$ cat config.mk
export PLATFORM = sky130hd
export DESIGN_NAME = gt_serial_ctrl
export DESIGN_NICKNAME = d
export VERILOG_FILES = /design/src/rtl/gt_serial_pkg.sv /design/src/rtl/cmp2_slice.sv /design/src/rtl/gt_serial_ctrl.sv
export SDC_FILE = /design/constraint.sdc
export NUM_CORES = 1
export LEC_CHECK = 0
export ABC_AREA = 0
export CORE_ASPECT_RATIO = 1.75
export CORE_MARGIN = 2
export CORE_UTILIZATION = 50
export CTS_CLUSTER_DIAMETER = 200
export DETAILED_ROUTE_END_ITERATION = 6
export GPL_ROUTABILITY_DRIVEN = 0
export GPL_TIMING_DRIVEN = 0
export PLACE_DENSITY_LB_ADDON = 0.15
export SYNTH_ARGS = -nofsm -noshare
export SYNTH_HDL_FRONTEND = slang
export SYNTH_SLANG_ARGS = --single-unit
$ cat constraint.sdc
create_clock -name clk -period 2.5 [get_ports clk]
set_clock_uncertainty 0.05 [all_clocks]
set_input_delay 0.5 -clock clk [delete_from_list [all_inputs] [get_ports clk]]
set_output_delay 0.5 -clock clk [all_outputs]
set_load 0.01 [all_outputs]
$ cat src/rtl/gt_serial_pkg.sv
// rtl/gt_serial_pkg.sv - shared types and constants for the serial magnitude comparator
package gt_serial_pkg;

  // Number of operand bits consumed per clock by the compare slice
  localparam int SLICE_W = 2;

  // Controller states; 2-bit encoding kept stable for downstream debug taps
  typedef enum logic [1:0] {
    IDLE = 2'd0,
    RUN  = 2'd1,
    DONE = 2'd2
  } state_t;

endpackage

$ cat src/rtl/cmp2_slice.sv
// rtl/cmp2_slice.sv - combinational 2-bit unsigned magnitude compare slice
module cmp2_slice (
  input  logic [1:0] x,
  input  logic [1:0] y,
  output logic       gt,
  output logic       eq
);

  // Single shared comparator; the controller walks operands through it MSB-first
  always_comb begin
    gt = (x > y);
    eq = (x == y);
  end

endmodule

$ cat src/rtl/gt_serial_ctrl.sv
// rtl/gt_serial_ctrl.sv - sequential MSB-first magnitude comparator with start/busy/done handshake
module gt_serial_ctrl
  import gt_serial_pkg::*;
#(
  parameter int W          = 8,
  parameter bit EARLY_EXIT = 1'b1
) (
  input  logic         clk,
  input  logic         reset_n,
  input  logic         start,
  input  logic [W-1:0] a,
  input  logic [W-1:0] b,
  output logic         busy,
  output logic         done,
  output logic         gt,
  output logic         eq,
  output logic         lt
);

  localparam int NS = W / SLICE_W;
  localparam int CW = $clog2(NS + 1);

  // Odd or sub-slice widths cannot be walked two bits at a time
  if (((W % 2) != 0) || (W < 2)) begin : g_bad_width
    $error("gt_serial_ctrl: W must be even and >= 2");
  end

  state_t         state;
  logic [W-1:0]   sa;
  logic [W-1:0]   sb;
  logic [CW-1:0]  cnt;
  logic           diff_seen;
  logic           dir;
  logic           s_gt;
  logic           s_eq;
  logic           dir_now;

  cmp2_slice u_slice (
    .x  (sa[W-1 -: SLICE_W]),
    .y  (sb[W-1 -: SLICE_W]),
    .gt (s_gt),
    .eq (s_eq)
  );

  // Direction of the first (most significant) differing slice, including the current one
  always_comb begin
    dir_now = diff_seen ? dir : s_gt;
  end

  // Handshake outputs follow the state directly
  always_comb begin
    busy = (state == RUN);
    done = (state == DONE);
  end

  // FSM, operand shift registers, slice counter and result registers
  always_ff @(posedge clk) begin
    if (!reset_n) begin
      state     <= IDLE;
      sa        <= '0;
      sb        <= '0;
      cnt       <= '0;
      diff_seen <= 1'b0;
      dir       <= 1'b0;
      gt        <= 1'b0;
      eq        <= 1'b0;
      lt        <= 1'b0;
    end else begin
      case (state)
        IDLE, DONE: begin
          if (start) begin
            sa        <= a;
            sb        <= b;
            cnt       <= CW'(NS);
            diff_seen <= 1'b0;
            dir       <= 1'b0;
            gt        <= 1'b0;
            eq        <= 1'b0;
            lt        <= 1'b0;
            state     <= RUN;
          end else begin
            state <= IDLE;
          end
        end
        RUN: begin
          if (!diff_seen && !s_eq) begin
            diff_seen <= 1'b1;
            dir       <= s_gt;
          end
          if (EARLY_EXIT && !s_eq) begin
            gt    <= s_gt;
            lt    <= ~s_gt;
            eq    <= 1'b0;
            state <= DONE;
          end else begin
            sa  <= sa << SLICE_W;
            sb  <= sb << SLICE_W;
            cnt <= cnt - 1'b1;
            if (cnt == CW'(1)) begin
              if (diff_seen || !s_eq) begin
                gt <= dir_now;
                lt <= ~dir_now;
                eq <= 1'b0;
              end else begin
                gt <= 1'b0;
                lt <= 1'b0;
                eq <= 1'b1;
              end
              state <= DONE;
            end
          end
        end
        default: state <= IDLE;
      endcase
    end
  end

endmodule

# Word-level counts from Yosys, hierarchy flattened
# Cells that the tools add are included.
dict set report word_totals {
  reg_bits 26
  wordCells 62
}
dict set report op_classes {
  add_sub_neg 1
  n_lt_le_gt_ge 1
  bitwise_logic 2
  reduce_logical 10
  mux 31
  eq_ne 8
}
# cell count
set op_table {}
lappend op_table {{$mux 8} 4}
lappend op_table {{$pmux 8 s2} 2}
lappend op_table {{$mux 1} 14}
lappend op_table {{$pmux 1 s2} 5}
lappend op_table {{$reduce_and 3->1} 3}
lappend op_table {{$mux 3} 2}
lappend op_table {{$pmux 3 s2} 1}
lappend op_table {{$mux 2} 2}
lappend op_table {{$ne 2x1->1 const B} 2}
lappend op_table {{$pmux 2 s2} 1}
lappend op_table {{$eq 3x1->1 const B} 1}
lappend op_table {{$ne 3x2->1 const B} 1}
lappend op_table {{$sub 3x1->3 const B} 1}
lappend op_table {{$eq 2x1->1 const B} 1}
lappend op_table {{$eq 2x2->1} 1}
lappend op_table {{$eq 2x2->1 const B} 1}
lappend op_table {{$gt 2x2->1} 1}
lappend op_table {{$logic_not 1->1} 2}
lappend op_table {{$logic_not 2->1} 1}
lappend op_table {{$ne 2x2->1 const B} 1}
lappend op_table {{$not 1->1} 2}
lappend op_table {{$reduce_bool 2->1} 1}
lappend op_table {{$reduce_or 2->1} 1}
lappend op_table {{$logic_and 1x1->1} 1}
lappend op_table {{$logic_or 1x1->1} 1}

# Longest topological paths before layout
# Gate-level depths: netlist (run 1).
dict set report depth {
  ltp_word 7
  mapped_depth 7
  depth_no_buf 6
}

# Hierarchy
# A second synthesis (run 1) with hierarchy kept.
dict set report unflattened {
  cells_unflattened 148
  area_unflattened_um2 1236.2
}
# module cells_per_inst n_inst area_per_inst_um2 seq_area_each_um2
set modules_own_cells {}
lappend modules_own_cells {gt_serial_ctrl 140 1 1176.1 520.5}
lappend modules_own_cells {cmp2_slice 8 1 60.1 0.0}

# Worst setup path before layout (run 1)
# OpenSTA, ideal clock, no wires.
dict set report synth_path {
  kind {register to register}
  from {reg sa[6]}
  to {reg dir}
  path_buffers 0
  t_required_ns 2.335
  setup_ns 0.115
  path_slack_ns 0.793
  arrival_time_ns 1.543
  path_stages_with_launch 7
  path_cell_list {dfxtp_1 > inv_1 > ha_1 > and2_1 > or3_4 > and3_1 > o21a_1}
}
dict set report synth_via {
  elab_chain_len 5
}
# item line_no
set synth_rtl {}
lappend synth_rtl {{from (decl)} gt_serial_ctrl.sv:29} ;# logic [W-1:0] sa;
lappend synth_rtl {{from (signal assigned)} gt_serial_ctrl.sv:96} ;# sa <= sa << SLICE_W;
lappend synth_rtl {{$eq 2x2->1} cmp2_slice.sv:12} ;# eq = (x == y);
lappend synth_rtl {{$logic_not 1->1} gt_serial_ctrl.sv:86} ;# if (!diff_seen && !s_eq) begin
lappend synth_rtl {{$logic_and 1x1->1} gt_serial_ctrl.sv:86}
lappend synth_rtl {{$ne 2x1->1 (no source line)} --}
lappend synth_rtl {{$reduce_and 3->1 (no source line)} --}
lappend synth_rtl {{to (signal assigned)} gt_serial_ctrl.sv:88} ;# dir <= s_gt;
lappend synth_rtl {{to (decl)} gt_serial_ctrl.sv:33} ;# logic dir;
# Parallel ways exist; a longest one is shown, timed or not. The select of a mux whose other input is x is not followed.
# A chain may end at the register's enable or synchronous reset.

# Worst setup path after layout (run 1)
dict set report layout_path {
  from {reg state[0]}
  to {out busy}
}
dict set report layout_via {
  elab_chain_len 1
}
# item line_no
set layout_rtl {}
lappend layout_rtl {{from (decl)} gt_serial_ctrl.sv:28} ;# state_t state;
lappend layout_rtl {{from (signal assigned)} gt_serial_ctrl.sv:59} ;# state <= IDLE;
lappend layout_rtl {{from (signal assigned)} gt_serial_ctrl.sv:80} ;# state <= RUN;
lappend layout_rtl {{from (signal assigned)} gt_serial_ctrl.sv:82} ;# state <= IDLE;
lappend layout_rtl {{$eq 2x1->1} gt_serial_ctrl.sv:52} ;# busy = (state == RUN);
lappend layout_rtl {{to (decl)} gt_serial_ctrl.sv:13} ;# output logic busy,
# No other way between the ends.

==> results of run 1 <==
logic make-up (layout without fill, tap and decap cells):
family	Yosys count	in the layout	synth area share, %
buf+inv	14	41	5.32
flops	26	26	44.3
xor+xnor	1	1	0.746
simple gates	68	68	26.8
compound gates	30	30	18.5
fa+ha+maj	4	4	4.26
placed cells by master, fill, tap and decap left out:
cell type	n
a21oi_2	1
a22oi_1	4
nand2_2	1
inv_1	6
nand2b_2	1
a21oi_1	8
o32ai_1	1
o21ai_0	1
a31oi_1	2
or3_4	1
buf_2	1
nor2b_1	2
nand4b_1	1
clkbuf_1	3
o21a_1	1
clkdlybuf4s50_1	23
xnor2_1	1
ha_1	4
nand2_1	28
nand2b_1	3
dfxtp_1	26
nor3b_1	1
and3_1	2
inv_2	1
nand3_1	2
clkbuf_8	4
and2_1	2
buf_4	2
a311oi_1	12
nor2_1	21
clkbuf_2	1
nand3b_1	3
state kept, by name, indices dropped and copies added, names as in the netlist:
signal     flops
cnt            3
diff_seen      1
dir            1
eq             1
gt             1
lt             1
sa             8
sb             8
state          2
path summary, 6_finish.rpt:
kind / start / endpoint / slack (ns) / depth (start not counted)
worst min register to register: sa[1]$_SDFFE_PN0P_ / sa[3]$_SDFFE_PN0P_ / 0.43 / 2
worst min-delay path: sa[1]$_SDFFE_PN0P_ / sa[3]$_SDFFE_PN0P_ / 0.43 / 2
worst max-delay path: state[0]$_SDFFE_PN0P_ / busy / 0.17 / 4
worst max register to register: sb[7]$_SDFFE_PN0P_ / dir$_SDFFE_PN0P_ / 0.65 / 6
power breakdown:
part	switching (mW)	leakage [nW]	internal, mW
sequential	0.0295	0.214	0.462
clock	0.132	0.0288	0.141
combinational	0.151	0.336	0.126
synth_stat cells:
cell,count
nand2_1,28
dfxtp_1,26
nor2_1,21
a311oi_1,12
a21oi_1,8
inv_1,7
a22oi_1,4
ha_1,4
clkbuf_1,3
nand2b_1,3
nand3b_1,3
a31oi_1,2
and2_1,2
and3_1,2
buf_4,2
nand3_1,2
nor2b_1,2
a21oi_2,1
buf_2,1
clkbuf_2,1
nand2_2,1
nand2b_2,1
nand4b_1,1
nor3b_1,1
o21a_1,1
o21ai_0,1
o32ai_1,1
or3_4,1
xnor2_1,1
final cells by class:
cell class | count | area share, %
flip-flops and latches | 26 | 34.9
well taps | 25 | 2.10
inverters | 7 | 1.76
plain buffers | 7 | 2.43
clock buffers | 4 | 3.69
multi-input cells | 103 | 39.7
repair buffers | 23 | 15.4
metal layers:
metal	up-vias	global-route usage, %	part of all wire (%)
li1	550	-	-
met2	25	45.2	57
met3	5	2.92	2.5
met1	525	24.6	39
met5	-	0	0
met4	0	8.75	1.6
per-stage QoR:
step / hold WS [ns] / util, % / instance area, sq um
detailed placement: 0.421 / 63.2 / 1440
global route: 0.451 / 65.6 / 1490
finish: 0.431 / 65.6 / 1490
global placement: 0.410 / 63.2 / 1440
floorplan: 0.399 / - / 1170
CTS: 0.434 / 65.6 / 1490
worst register-to-register path, cell delays in order, from the launching register on:
cell and delay, ns:
dfxtp_1 0.36, inv_1 0.05, ha_1 0.34, and2_1 0.23
or3_4 0.37, and3_1 0.19, o21a_1 0.17
==> metrics, run 1 <==
RSZ-0062 raised after global routing=no; # fillers=210; Seq/Total Area, Yosys=between 40% and 50%; Post-Syn Instances=about 140; largest net degree at the start of global routing=15; via count=1105; gr usage total=23.9%; P_leak=0.579 nW; layout cells sized above 1=around 7.6%; Worst EP arrival=1.78 ns; final-report hold violation count=0; crit path launch type=register; worst endpoint required time=1.95 ns; Crit path max-delay family=buffers and inverters; Synth Warn #=0; final setup vio count=0; Initial Util=about half; synth unique cells=29; Post-CTS Repair Setup Buffers=0; post-CTS sizing=0; Peak VDD IR=0.554 mV; number of global-route vias before repair=1097; cell taking the most area after synthesis=dfxtp_1; grt total ovfl=0; Bufs on Longest Clock Path=2; Die Width=~40 um; syn_nets=166; Die ar.=2770 sq um; antenna-violating nets left=0; initial drt markers=18; total length of routed wires=2.73 mm; Synth area leaders=dfxtp_1 (44%), nand2_1 (8.9%), a311oi_1 (8.9%); FF+latch area=520 sq um; DIE HEIGHT=a little under 70 um; CTS Hold Bufs=0; Buf+Inv Stages, Crit Path=3; area grow syn2layout=26.9%; Max Cap Violations=0; CTS root buf=clkbuf_8; crit-path cells=nand2b_2 > inv_2 > buf_4 > clkdlybuf4s50_1; CTS Sinks=26; NumNets Final=194; DRC Markers=0; Worst slew margin=a little under three quarters; Synth Register Bits=26; slowest stage delay, CP=0.55 ns; vias per inst=5.67; total power=1.04 mW; slowest CP cell=clkdlybuf4s50_1; post-route setup slack=between 0.15 and 0.2 ns; ant diodes=0; Yosys top cell area share=44.3%; fin crit period=roughly 2.3 ns; Final period util=93.1%; Port Buf Inserts=23; synthesized area=1170 sq um; row cnt=23; area of the multi-input gates=592 sq um; H-tree depth=1; Worst-Skew Late Latency=0.27 ns; CTS tree=built; Max Slew Vio Count=0; DP Wirelength=2.06 mm; Crit Path Category=reg -> out; CP max FO=10; Mean Syn Cell Area=approximately 8 sq um; I/O pin total=24; PwrDens=699 nW/um^2; Core Box Area=2270 sq um; clock-pin slew on the worst setup and hold paths=0.09 ns; Num CTS Buffers=3; fmax=between 400 and 500 MHz; worst hold path class=reg -> reg; Place WS=0.406 ns; status=finished clean; setup TNS=0 ns; global-route wire length before repair=between 4 and 5 mm; Setup crit end kind=output pin; DP Cell Count=191; Post-Layout Cell Count=195; Wirelength per Cell=14.0 um; Slew @ Worst Pin=0.432 ns; Pre-Repair DR Iteration Count=4; antenna violations before repair=0
No activity file was read; power rests on OpenSTA's default activity.
==> run 2: changes to the inputs <==
--- a/config.mk
+++ b/config.mk
@@ -9,6 +9,7 @@
 export CORE_ASPECT_RATIO = 1.75
 export CORE_MARGIN = 2
 export CORE_UTILIZATION = 50
+export CTS_BUF_LIST = sky130_fd_sc_hd__clkbuf_16
 export CTS_CLUSTER_DIAMETER = 200
 export DETAILED_ROUTE_END_ITERATION = 6
 export GPL_ROUTABILITY_DRIVEN = 0
==> metrics, run 2 (synthesized netlist as in run 1, its figures left out) <==
status=finished clean; setup TNS=0 ns; global-route wire length before repair=about 4.6 mm; DIE HEIGHT=68.1 um; DRC Markers=0; Core Box Area=~2300 sq um; Max Slew Vio Count=0; highest-count cells in the layout ignoring fill and taps=nand2_1 (28), dfxtp_1 (26), clkdlybuf4s50_1 (23), nor2_1 (21), a311oi_1 (12); area grow syn2layout=29.0%; Slew @ Worst Pin=~0.43 ns; final hold slack=0.426 ns; CTS tree=built; Port Buf Inserts=23; CP max FO=10; commonest non-fill, non-tap cell in the layout=nand2_1; Bufs on Longest Clock Path=2; Crit Path Category=reg -> out; Place WS=between 0.4 and 0.5 ns; fin crit period=2.38 ns; post-route setup slack=about 0.12 ns; Final Cell Area=1520 sq um; Worst-Skew Late Latency=0.26 ns; grt total ovfl=0; Peak VDD IR=0.493 mV; gr usage total=roughly a quarter; Post-CTS Repair Setup Buffers=0; post-CTS sizing=0; initial drt markers=23; row cnt=23; Die Width=just over 40 um; Num CTS Buffers=3; RSZ-0062 raised after global routing=no; Worst slew margin=71.5%; fmax=~420 MHz; H-tree depth=1; final-report hold violation count=0; DP Wirelength=2.06 mm; Setup crit end kind=output pin; Final period util=between 90 and 100%; number of global-route vias before repair=1104; antenna violations before repair=0; total length of routed wires=2.71 mm; via count=1104; Pre-Repair DR Iteration Count=4; Initial Util=51.7%; PwrDens=between 700 and 800 nW/um^2; final core utilization=66.6%; total power=1.12 mW; clock-pin slew on the worst setup and hold paths=0.06 ns; crit path launch type=register; NumNets Final=194; DP Cell Count=approximately 190; I/O pin total=24; worst endpoint required time=1.95 ns; Die ar.=2770 sq um; biggest regs=sa: 8 flops, sb: 8 flops, cnt: 3 flops; P_leak=0.590 nW; CTS Hold Bufs=0; CTS Sinks=26; # fillers=just over 200; final setup vio count=0; CTS root buf=clkbuf_16; vias per inst=5.66; worst hold path class=reg -> reg; largest net degree at the start of global routing=15; ant diodes=0; antenna-violating nets left=0; Post-Layout Cell Count=195; Wirelength per Cell=~14 um; placed inst area=1440 sq um; Worst EP arrival=1.83 ns; layout cells sized above 1=6.47%; Max Cap Violations=0
==> run 2: cell types whose count changed in the layout (fill, tap and decap cells not counted), sizes merged <==
cell    before  now
clkbuf       8    7
clkinv       0    1
==> run 2: worst max-delay path: stages (launching register included) <==
cell	delay, ns
dfxtp_1	0.42
nand2b_2	0.14
inv_1	0.23
buf_4	0.23
clkdlybuf4s50_1	0.55
==> run 2: final cells by class <==
cell class                      count  area (sq um)  share of cell area, %
Multi-Input combinational cell    103           592                   39.1
Sequential cell                    26           520                   34.4
Tap cell                           25          31.3                   2.06
Clock buffer                        3          75.1                   4.95
Clock inverter                      1          3.75                  0.248
Buffer                              7          36.3                   2.39
Inverter                            7          26.3                   1.73
Timing Repair Buffer               23           230                   15.2
==> run 2: worst paths after layout <==
kind,from,to,slack [ns],cells after the start
hold / removal,sa[1]$_SDFFE_PN0P_,sa[3]$_SDFFE_PN0P_,0.43,2
hold reg to reg,sa[1]$_SDFFE_PN0P_,sa[3]$_SDFFE_PN0P_,0.43,2
setup reg to reg,sb[7]$_SDFFE_PN0P_,dir$_SDFFE_PN0P_,0.64,6
setup / recovery,state[0]$_SDFFE_PN0P_,busy,0.12,4
==> run 2: report_power, final <==
group / internal, mW / switching, mW / total [mW] / leakage, nW
logic: 0.126 / 0.150 / 0.276 / 0.338
registers: 0.463 / 0.0293 / 0.492 / 0.214
clock network: 0.214 / 0.141 / 0.355 / 0.0385
total: 0.803 / 0.321 / 1.12 / 0.590
==> run 2: layer usage <==
| layer | vias to the layer above | GRT usage (%) | wire length [um] |
|---|---|---|---|
| li1 | 550 | - | - |
| met1 | 530 | 25.1 | 1070 |
| met2 | 20 | 44.4 | 1540 |
| met3 | 4 | 2.92 | 68 |
| met4 | 0 | 8.33 | 29 |
| met5 | - | 0 | 0 |
==> run 3: changes to the inputs <==
--- a/config.mk
+++ b/config.mk
@@ -8,7 +8,7 @@
 export ABC_AREA = 0
 export CORE_ASPECT_RATIO = 1.75
 export CORE_MARGIN = 2
-export CORE_UTILIZATION = 50
+export CORE_UTILIZATION = 45
 export CTS_BUF_LIST = sky130_fd_sc_hd__clkbuf_16
 export CTS_CLUSTER_DIAMETER = 200
 export DETAILED_ROUTE_END_ITERATION = 6
==> constraint.sdc (replaced) <==
create_clock -name clk -period 2.1 [get_ports clk]
set_clock_uncertainty 0.05 [all_clocks]
set_input_delay 0.42 -clock clk [delete_from_list [all_inputs] [get_ports clk]]
set_output_delay 0.42 -clock clk [all_outputs]
set_load 0.01 [all_outputs]
==> metrics, run 3 (synthesized netlist as in run 1, its figures left out) <==
total length of routed wires=2.76 mm; area grow syn2layout=31.5%; Peak VDD IR=roughly 0.48 mV; top layer in use=met4; crit path launch type=register; via count=1089; Crit Path Category=reg -> out; worst hold path class=reg -> reg; Max Cap Violations=0; NumNets Final=just under 200; gr usage total=20.6%; RSZ-0062 raised after global routing=no; final core utilization=62.0%; Bufs on Longest Clock Path=2; commonest non-fill, non-tap cell in the layout=nand2_1; Setup crit end kind=output pin; global-route wire length before repair=4.82 mm; CP max FO=10; antenna-violating nets left=0; met2 WL=roughly 1.5 mm; area of the multi-input gates=around 590 sq um; I/O pin total=24; final setup vio count=0; largest net degree at the start of global routing=16; CTS Sinks=26; crit-path cells=nand2b_2 > inv_4 > buf_4 > dlygate4sd2_1; grt total ovfl=0; CTS root buf=clkbuf_16; final-report hold violation count=0; Max Slew Vio Count=0; Worst EP arrival=1.42 ns; clock-pin slew on the worst setup and hold paths=0.07 ns; Place WS=0.103 ns; Port Buf Inserts=23; DP Wirelength=between 2 and 2.5 mm; Buf+Inv Stages, Crit Path=3; number of global-route vias before repair=1129; Final period util=roughly 90%; Worst-Skew Late Latency=0.26 ns; row cnt=24; Post-Route M1 WL=between 1 and 1.5 mm; # fillers=230; Num CTS Buffers=3; fmax=roughly 530 MHz; slowest stage delay, CP=0.31 ns; Pre-Repair DR Iteration Count=4; Worst slew margin=a little over two thirds; Die ar.=3050 sq um; antenna violations before repair=0; reg-to-reg setup timing slack=0.27 ns; Wirelength per Cell=14.1 um; FF+latch area=522 sq um; WL met3=87 um; PwrDens=950 nW/um^2; DIE HEIGHT=71.6 um; status=finished clean; Crit path max-delay family=buffers and inverters; P_leak=0.604 nW; ant diodes=0; vias per inst=5.56; H-tree depth=1; Initial Util=47.1%; worst endpoint required time=about 1.6 ns; post-route setup slack=a little over 0.2 ns; biggest regs=sa: 8 flops, sb: 8 flops, cnt: 3 flops; CTS Hold Bufs=0; Die Width=roughly 43 um; setup TNS=0 ns; layout cells sized above 1=8.24%; CTS tree=built; Post-CTS Repair Setup Buffers=0; post-CTS sizing=4; initial drt markers=35; DRC Markers=0; slowest CP cell=dfxtp_1; Core Box Area=between 2000 and 2500 sq um; highest-count cells in the layout ignoring fill and taps=nand2_1 (28), dfxtp_1 (25), clkdlybuf4s50_1 (22), nor2_1 (21), a311oi_1 (12); fin crit period=1.89 ns; Slew @ Worst Pin=0.454 ns
run 3: final timing paths:
check | startpoint | endpoint | cells after the start
setup reg to reg | sb[7]$_SDFFE_PN0P_ | dir$_SDFFE_PN0P_ | 6
hold / removal | sa[1]$_SDFFE_PN0P_ | sa[3]$_SDFFE_PN0P_ | 2
setup / recovery | state[1]$_SDFFE_PN0P_ | busy | 4
hold reg to reg | sa[1]$_SDFFE_PN0P_ | sa[3]$_SDFFE_PN0P_ | 2
run 3: final cells by class:
| type | count | share of cell area [%] |
|---|---|---|
| Timing Repair Buffer | 23 | 14.8 |
| Clock buffer | 3 | 4.86 |
| Buffer | 7 | 2.35 |
| Multi-Input combinational cell | 103 | 38.3 |
| Clock inverter | 1 | 1.94 |
| Tap cell | 26 | 2.11 |
| Sequential cell | 26 | 33.8 |
| Inverter | 7 | 1.86 |
run 3: per-stage QoR:
| stage | std cells | instance area, sq um | power (mW) | hold slack (ns) |
|---|---|---|---|---|
| after global placement | 192 | 1440 | 0.911 | 0.411 |
| after detailed placement | 192 | 1440 | 0.924 | 0.420 |
| after global routing | 196 | 1550 | 1.54 | 0.444 |
| final | 196 | 1550 | 1.47 | 0.435 |
| after CTS | 196 | 1550 | 1.47 | 0.434 |
| after floorplan | 143 | 1170 | 0.810 | 0.399 |
run 3: tightest hold or removal path: cells and delay by family (launching register included):
kind	cells	cell delay, ns
flops	1	0.31
simple gates	1	0.06
compound gates	1	0.07
run 3: routing by layer:
metal,GRT usage (%),vias to the layer above
met3,3.02,4
met5,0,-
met2,37.9,28
met4,9.38,0
met1,22.3,509
li1,-,548
run 3: power breakdown:
| part | internal [mW] | leakage (nW) | switching, mW |
|---|---|---|---|
| Sequential | 0.552 | 0.214 | 0.0346 |
| Combinational | 0.149 | 0.339 | 0.180 |
| Clock | 0.379 | 0.0511 | 0.174 |
